$ cat config.mk
export PLATFORM = sky130hd
export DESIGN_NAME = note_event_scheduler_flat
export DESIGN_NICKNAME = d
export VERILOG_FILES = /design/src/rtl/note_event_scheduler_if.sv /design/src/rtl/note_event_scheduler.sv /design/src/flat_wrapper.sv
export SDC_FILE = /design/constraint.sdc
export NUM_CORES = 1
export LEC_CHECK = 0
export BUFFER_PORTS_ARGS = -buffer_cell sky130_fd_sc_hd__buf_4
export CORE_UTILIZATION = 40
export DETAILED_ROUTE_END_ITERATION = 7
export PLACE_DENSITY = 0.69
export SYNTH_ARGS = -nofsm -noshare
export SYNTH_HDL_FRONTEND = slang
export SYNTH_SLANG_ARGS = --single-unit
$ cat constraint.sdc
create_clock -name clk_in -period 5.1 [get_ports clk_in]
set_input_delay 0.51 -clock clk_in [delete_from_list [all_inputs] [get_ports clk_in]]
set_output_delay 0.51 -clock clk_in [all_outputs]
set_load 0.02 [all_outputs]
$ cat src/rtl/note_event_scheduler_if.sv
// Event handshake between the note scheduler (master) and the audio note consumer (slave).
interface note_event_scheduler_if;
    logic       event_valid_out;
    logic [3:0] event_note_out;
    logic       event_on_out;
    logic       event_ready_in;

    modport master (
        output event_valid_out,
        output event_note_out,
        output event_on_out,
        input  event_ready_in
    );

    modport slave (
        input  event_valid_out,
        input  event_note_out,
        input  event_on_out,
        output event_ready_in
    );
endinterface

$ cat src/rtl/note_event_scheduler.sv
// Debounces per-frame key codes and emits ordered note-off / note-on events over valid/ready.
module note_event_scheduler #(
    parameter int unsigned STABLE_FRAMES = 3
) (
    input  logic                          clk_in,
    input  logic                          rst_in,
    input  logic [3:0]                    note_in,
    input  logic                          frame_valid_in,
    note_event_scheduler_if.master        evt,
    output logic [3:0]                    active_note_out,
    output logic                          busy_out
);

    localparam logic [1:0] StIdle = 2'd0;
    localparam logic [1:0] StOff  = 2'd1;
    localparam logic [1:0] StOn   = 2'd2;

    localparam logic [3:0] SfVal = 4'(STABLE_FRAMES);

    logic [3:0] cand_q, cand_d;
    logic [3:0] cnt_q, cnt_d;
    logic [3:0] target_q, target_d;
    logic [3:0] active_q, active_d;
    logic [1:0] state_q, state_d;
    logic       valid_q, valid_d;
    logic [3:0] note_q, note_d;
    logic       on_q, on_d;
    logic       busy_q, busy_d;
    logic [3:0] note_san;
    logic       hs;

    // Codes 13..15 cannot come from a real key; treat them as silence.
    assign note_san = (note_in > 4'd12) ? 4'd0 : note_in;
    assign hs       = valid_q && evt.event_ready_in;

    always_comb begin
        cand_d = cand_q;
        cnt_d  = cnt_q;
        if (frame_valid_in) begin
            if (note_san == cand_q) begin
                cnt_d = (cnt_q >= SfVal) ? SfVal : cnt_q + 4'd1;
            end else begin
                cand_d = note_san;
                cnt_d  = 4'd1;
            end
        end
    end

    always_comb begin
        state_d  = state_q;
        target_d = target_q;
        active_d = active_q;
        valid_d  = valid_q;
        note_d   = note_q;
        on_d     = on_q;
        case (state_q)
            StIdle: begin
                if ((cnt_q == SfVal) && (cand_q != active_q)) begin
                    target_d = cand_q;
                    valid_d  = 1'b1;
                    if (active_q != 4'd0) begin
                        state_d = StOff;
                        note_d  = active_q;
                        on_d    = 1'b0;
                    end else begin
                        state_d = StOn;
                        note_d  = cand_q;
                        on_d    = 1'b1;
                    end
                end
            end
            StOff: begin
                if (hs) begin
                    active_d = 4'd0;
                    if (target_q != 4'd0) begin
                        state_d = StOn;
                        note_d  = target_q;
                        on_d    = 1'b1;
                    end else begin
                        state_d = StIdle;
                        valid_d = 1'b0;
                        note_d  = 4'd0;
                        on_d    = 1'b0;
                    end
                end
            end
            StOn: begin
                if (hs) begin
                    active_d = target_q;
                    state_d  = StIdle;
                    valid_d  = 1'b0;
                    note_d   = 4'd0;
                    on_d     = 1'b0;
                end
            end
            default: begin
                state_d = StIdle;
                valid_d = 1'b0;
                note_d  = 4'd0;
                on_d    = 1'b0;
            end
        endcase
        busy_d = (state_d != StIdle);
    end

    always_ff @(posedge clk_in or negedge rst_in) begin
        if (!rst_in) begin
            cand_q   <= 4'd0;
            cnt_q    <= 4'd0;
            target_q <= 4'd0;
            active_q <= 4'd0;
            state_q  <= StIdle;
            valid_q  <= 1'b0;
            note_q   <= 4'd0;
            on_q     <= 1'b0;
            busy_q   <= 1'b0;
        end else begin
            cand_q   <= cand_d;
            cnt_q    <= cnt_d;
            target_q <= target_d;
            active_q <= active_d;
            state_q  <= state_d;
            valid_q  <= valid_d;
            note_q   <= note_d;
            on_q     <= on_d;
            busy_q   <= busy_d;
        end
    end

    assign evt.event_valid_out = valid_q;
    assign evt.event_note_out  = note_q;
    assign evt.event_on_out    = on_q;
    assign active_note_out     = active_q;
    assign busy_out            = busy_q;

endmodule

$ cat src/flat_wrapper.sv
// flat-port wrapper written by rule: the top's interface ports become plain ports
module note_event_scheduler_flat 
#(
    parameter int unsigned STABLE_FRAMES = 3
)
  (clk_in, rst_in, note_in, frame_valid_in, active_note_out, busy_out, evt_event_valid_out, evt_event_note_out, evt_event_on_out, evt_event_ready_in);
  note_event_scheduler_if evt_i ();
  input  logic clk_in;
  input  logic rst_in;
  input  logic [3:0] note_in;
  input  logic frame_valid_in;
  output logic [3:0] active_note_out;
  output logic busy_out;
  output wire logic [$bits(evt_i.event_valid_out)-1:0] evt_event_valid_out;
  output wire logic [$bits(evt_i.event_note_out)-1:0] evt_event_note_out;
  output wire logic [$bits(evt_i.event_on_out)-1:0] evt_event_on_out;
  input wire logic [$bits(evt_i.event_ready_in)-1:0] evt_event_ready_in;
  assign evt_event_valid_out = evt_i.event_valid_out;
  assign evt_event_note_out = evt_i.event_note_out;
  assign evt_event_on_out = evt_i.event_on_out;
  assign evt_i.event_ready_in = evt_event_ready_in;
  note_event_scheduler #(.STABLE_FRAMES(STABLE_FRAMES)) u_core (.clk_in(clk_in), .rst_in(rst_in), .note_in(note_in), .frame_valid_in(frame_valid_in), .evt(evt_i), .active_note_out(active_note_out), .busy_out(busy_out));
endmodule
==> flow_metrics.env <==
export IMPL_outcome="finished clean"
export IMPL_power_frac_seq_pct=45.5
export IMPL_power_density_mw_per_mm2=489.8
export IMPL_met1_usage_pct=18.69
export IMPL_cts_root_buffer="clkbuf_4"
export IMPL_clk_pin_slew_ns=0.15
export IMPL_final_hold_violation_count=0
export IMPL_multiInputGateArea_um2=767.0
export IMPL_max_freq_ghz=0.5705
export IMPL_top_usage_layer="met2"
export IMPL_path_cells="nor2_1 > and3_2 > a21oi_4 > mux2_2"
export IMPL_wl_mm=2.928
export IMPL_synthToLayoutAreaGrowth_pct=11.67
export IMPL_overflow=0
export IMPL_cap_viol_max_count=0
export IMPL_antenna_left=0
export IMPL_worst_slack_ns=3.347
export IMPL_grt_max_degree=26
export IMPL_wire_per_inst_um=14.14
export IMPL_vias_per_cell=5.705
export IMPL_cpMaxStageDelayCell="dfrtp_1"
export IMPL_syn_area_mm2=0.001458
export IMPL_antenna_found_initial=0
export IMPL_synth_seq_cells=25
export IMPL_syn_area_per_cell_um2=9.783
export IMPL_post_route_drc_count=0
export IMPL_firstDrtPassIters=4
export IMPL_switching_share_pct=41.51
export IMPL_tritoncts="built"
export IMPL_synthTopCellsByArea="dfrtp_1 (43%), mux2_2 (7.0%), nor2b_1 (3.4%)"
export IMPL_fin_crit_sh_pct=34.37
export IMPL_die_area_mm2=0.003889
export IMPL_drive_above_1_share_pct=24.22
export IMPL_final_setup_tns_ns=0
export IMPL_vias=1181
export IMPL_crit_arrival_ns=1.98
export IMPL_leakagePower_nw=0.7263
export IMPL_yosys_area_top_type_share_pct=42.92
export IMPL_async_reset_ff_share_pct=100.0
export IMPL_synthTopCellsByCount="dfrtp_1 (25), nand2_1 (12), nor2_1 (11), mux2_2 (9), nor3_1 (9)"
export IMPL_rsz0062_at_grt="no"
export IMPL_die_w_um=62.37
export IMPL_fin_util_pct=47.66
export IMPL_slowest_delay_ns=0.65
export IMPL_clk_path_buf_depth=2
export IMPL_dpl_worst_slack_ns=3.257
export IMPL_critPathMaxFanout=15
export IMPL_hold_buffers=0
export IMPL_hold_class="in -> async"
export IMPL_vdd_drop_max_mv=0.1269
export IMPL_max_slew_margin_pct=61.60
export IMPL_ioPinCount=19
export IMPL_switching_power_mw=0.3309
export IMPL_nNetsFinal=171
export IMPL_ys_seq_area_share_pct=42.92
export IMPL_start_util_pct=42.67
export IMPL_grt_pass1_vias=1140
export IMPL_portBuffers=18
export IMPL_fin_worst_skew_ns=0.009969
export IMPL_rr_startpoint="u_core.state_q[1]"
export IMPL_dieHeight_um=62.37
export IMPL_use_met3_pct=2.022
export IMPL_num_rows=21
export IMPL_core_area_mm2=0.003416
export IMPL_place_area_mm2=0.001597
export IMPL_design_area_mm2=0.001628
export IMPL_comb_power_share_pct=42.7
export IMPL_hpwl_mm=2.167
export IMPL_gp_congestion=0.8241
export IMPL_slew_viol_final=0
export IMPL_worst_setup_path_end_kind="flop"
export IMPL_p_int_mw=0.4663
export IMPL_cp_startpoint="u_core.state_q[1]"
export IMPL_yosysTopAreaCell="dfrtp_1"
export IMPL_ys_warnings_count=0
export IMPL_setup_viol=0
export IMPL_seqCellArea_um2=625.6
export IMPL_ctsResizeCount=0
export IMPL_synth_edf_count=0
export IMPL_htree_levels=1
export IMPL_startpoint_type="flop"
export IMPL_syn_inst=149
export IMPL_min_period_ns=1.753
export IMPL_synth_ff_type="dfrtp_1"
export IMPL_cts_buffers=3
export IMPL_drt_iter0_markers=64
export IMPL_ys_types=44
export IMPL_tightestPinTransition_ns=0.5685
export IMPL_fillers=341
export IMPL_crit_type="reg -> reg"
export IMPL_insertion_delay_ns=0.32
export IMPL_clkPwrFrac_pct=11.7
export IMPL_grt_usage_pct=16.08
export IMPL_syn_num_nets=158
export IMPL_worstPathRequired_ns=5.33
export IMPL_clock_sinks=25
export IMPL_grt_pass1_wl_mm=5.092
export IMPL_post_cts_buffers=0
export IMPL_yosysMostFrequentCell="dfrtp_1"
export IMPL_diodes=0
export IMPL_grtUsageMet2_pct=29.53
[cells by family (layout without fill, tap and decap cells)]
kind of cell	count (synthesis)	count (layout)	share of synthesized area, %
flip-flops	25	25	42.92
adder cells (fa/ha/maj)	2	2	1.631
AND/OR/NAND/NOR	57	57	20.77
multiplexers	9	9	6.953
buffers and inverters	13	25	4.463
AO/OA/AOI/OAI	37	37	19.66
XOR/XNOR	6	6	3.605
[routing by layer]
layer	part of all wire (%)	wire, um
met1	43	1267
met3	3.6	104
met5	0	0
met4	1.1	32
met2	52	1523
[flip-flops by register name, indices dropped and copies added, names as in the netlist]
name                        flops
u_core.cnt_q                    4
u_core.target_q                 4
u_core.active_note_out          4
u_core.busy_out                 1
u_core.cand_q                   4
u_core.evt.event_on_out         1
u_core.state_q                  2
u_core.evt.event_note_out       4
u_core.evt.event_valid_out      1
[stage by stage]
step	hold slack [ns]	total power [mW]	instances
2_1_floorplan	0.2144	0.5962	149
3_3_place_gp	0.4234	0.6953	203
4_1_cts	0.05809	0.8004	207
3_5_place_dp	0.4291	0.7072	203
5_1_grt	0.05602	0.8508	207
6_report	0.05423	0.7973	207
[final cells by class]
cell class	count	area share, %
Clock buffer	3	1.384
Clock inverter	1	0.5380
Inverter	3	0.6918
Multi-Input combinational cell	111	47.12
Sequential cell	25	38.43
Tap cell	46	3.536
Timing Repair Buffer	18	8.301
[cell usage in the layout (no fill, tap or decap), types with 2 or more instances in the layout]
cell type	count
a211oi_1	4
a21oi_1	6
a2bb2oi_1	3
and2_1	2
and3_2	2
buf_4	18
clkbuf_4	3
dfrtp_1	25
inv_1	3
mux2_2	9
nand2_1	12
nand3_1	6
nor2_1	11
nor2b_1	8
nor3_1	9
o21ai_0	8
or3_1	2
xnor2_1	5
[critical path, delay by kind of cell (launching register included)]
kind,cells,cell delay [ns]
DFF,1,0.65
muxes,1,0.36
AOI/OAI and AO/OA,1,0.23
and+or+nand+nor,2,0.42
[final timing paths]
path | cells past startpoint | end | slack, ns
min in group clk_in | 2 | u_core.cnt_q[2] | 0.40
worst min-delay path | 1 | u_core.evt.event_valid_out | 0.05
max in group asynchronous | 1 | u_core.target_q[0] | 4.80
worst max-delay path | 4 | u_core.evt.event_note_out[2] | 3.35
worst min register to register | 1 | u_core.evt.event_on_out | 0.54
worst max register to register | 4 | u_core.evt.event_note_out[2] | 3.35
[power by group through the flow]
stage,Clock (mW),Sequential (mW),Combinational (mW)
after CTS,0.0969,0.361,0.342
final,0.0935,0.363,0.341
after global routing,0.105,0.374,0.372
after floorplan,0,0.373,0.223
after detailed placement,0,0.365,0.342
after global placement,0,0.360,0.336
Power figures use the tool's default switching activity.
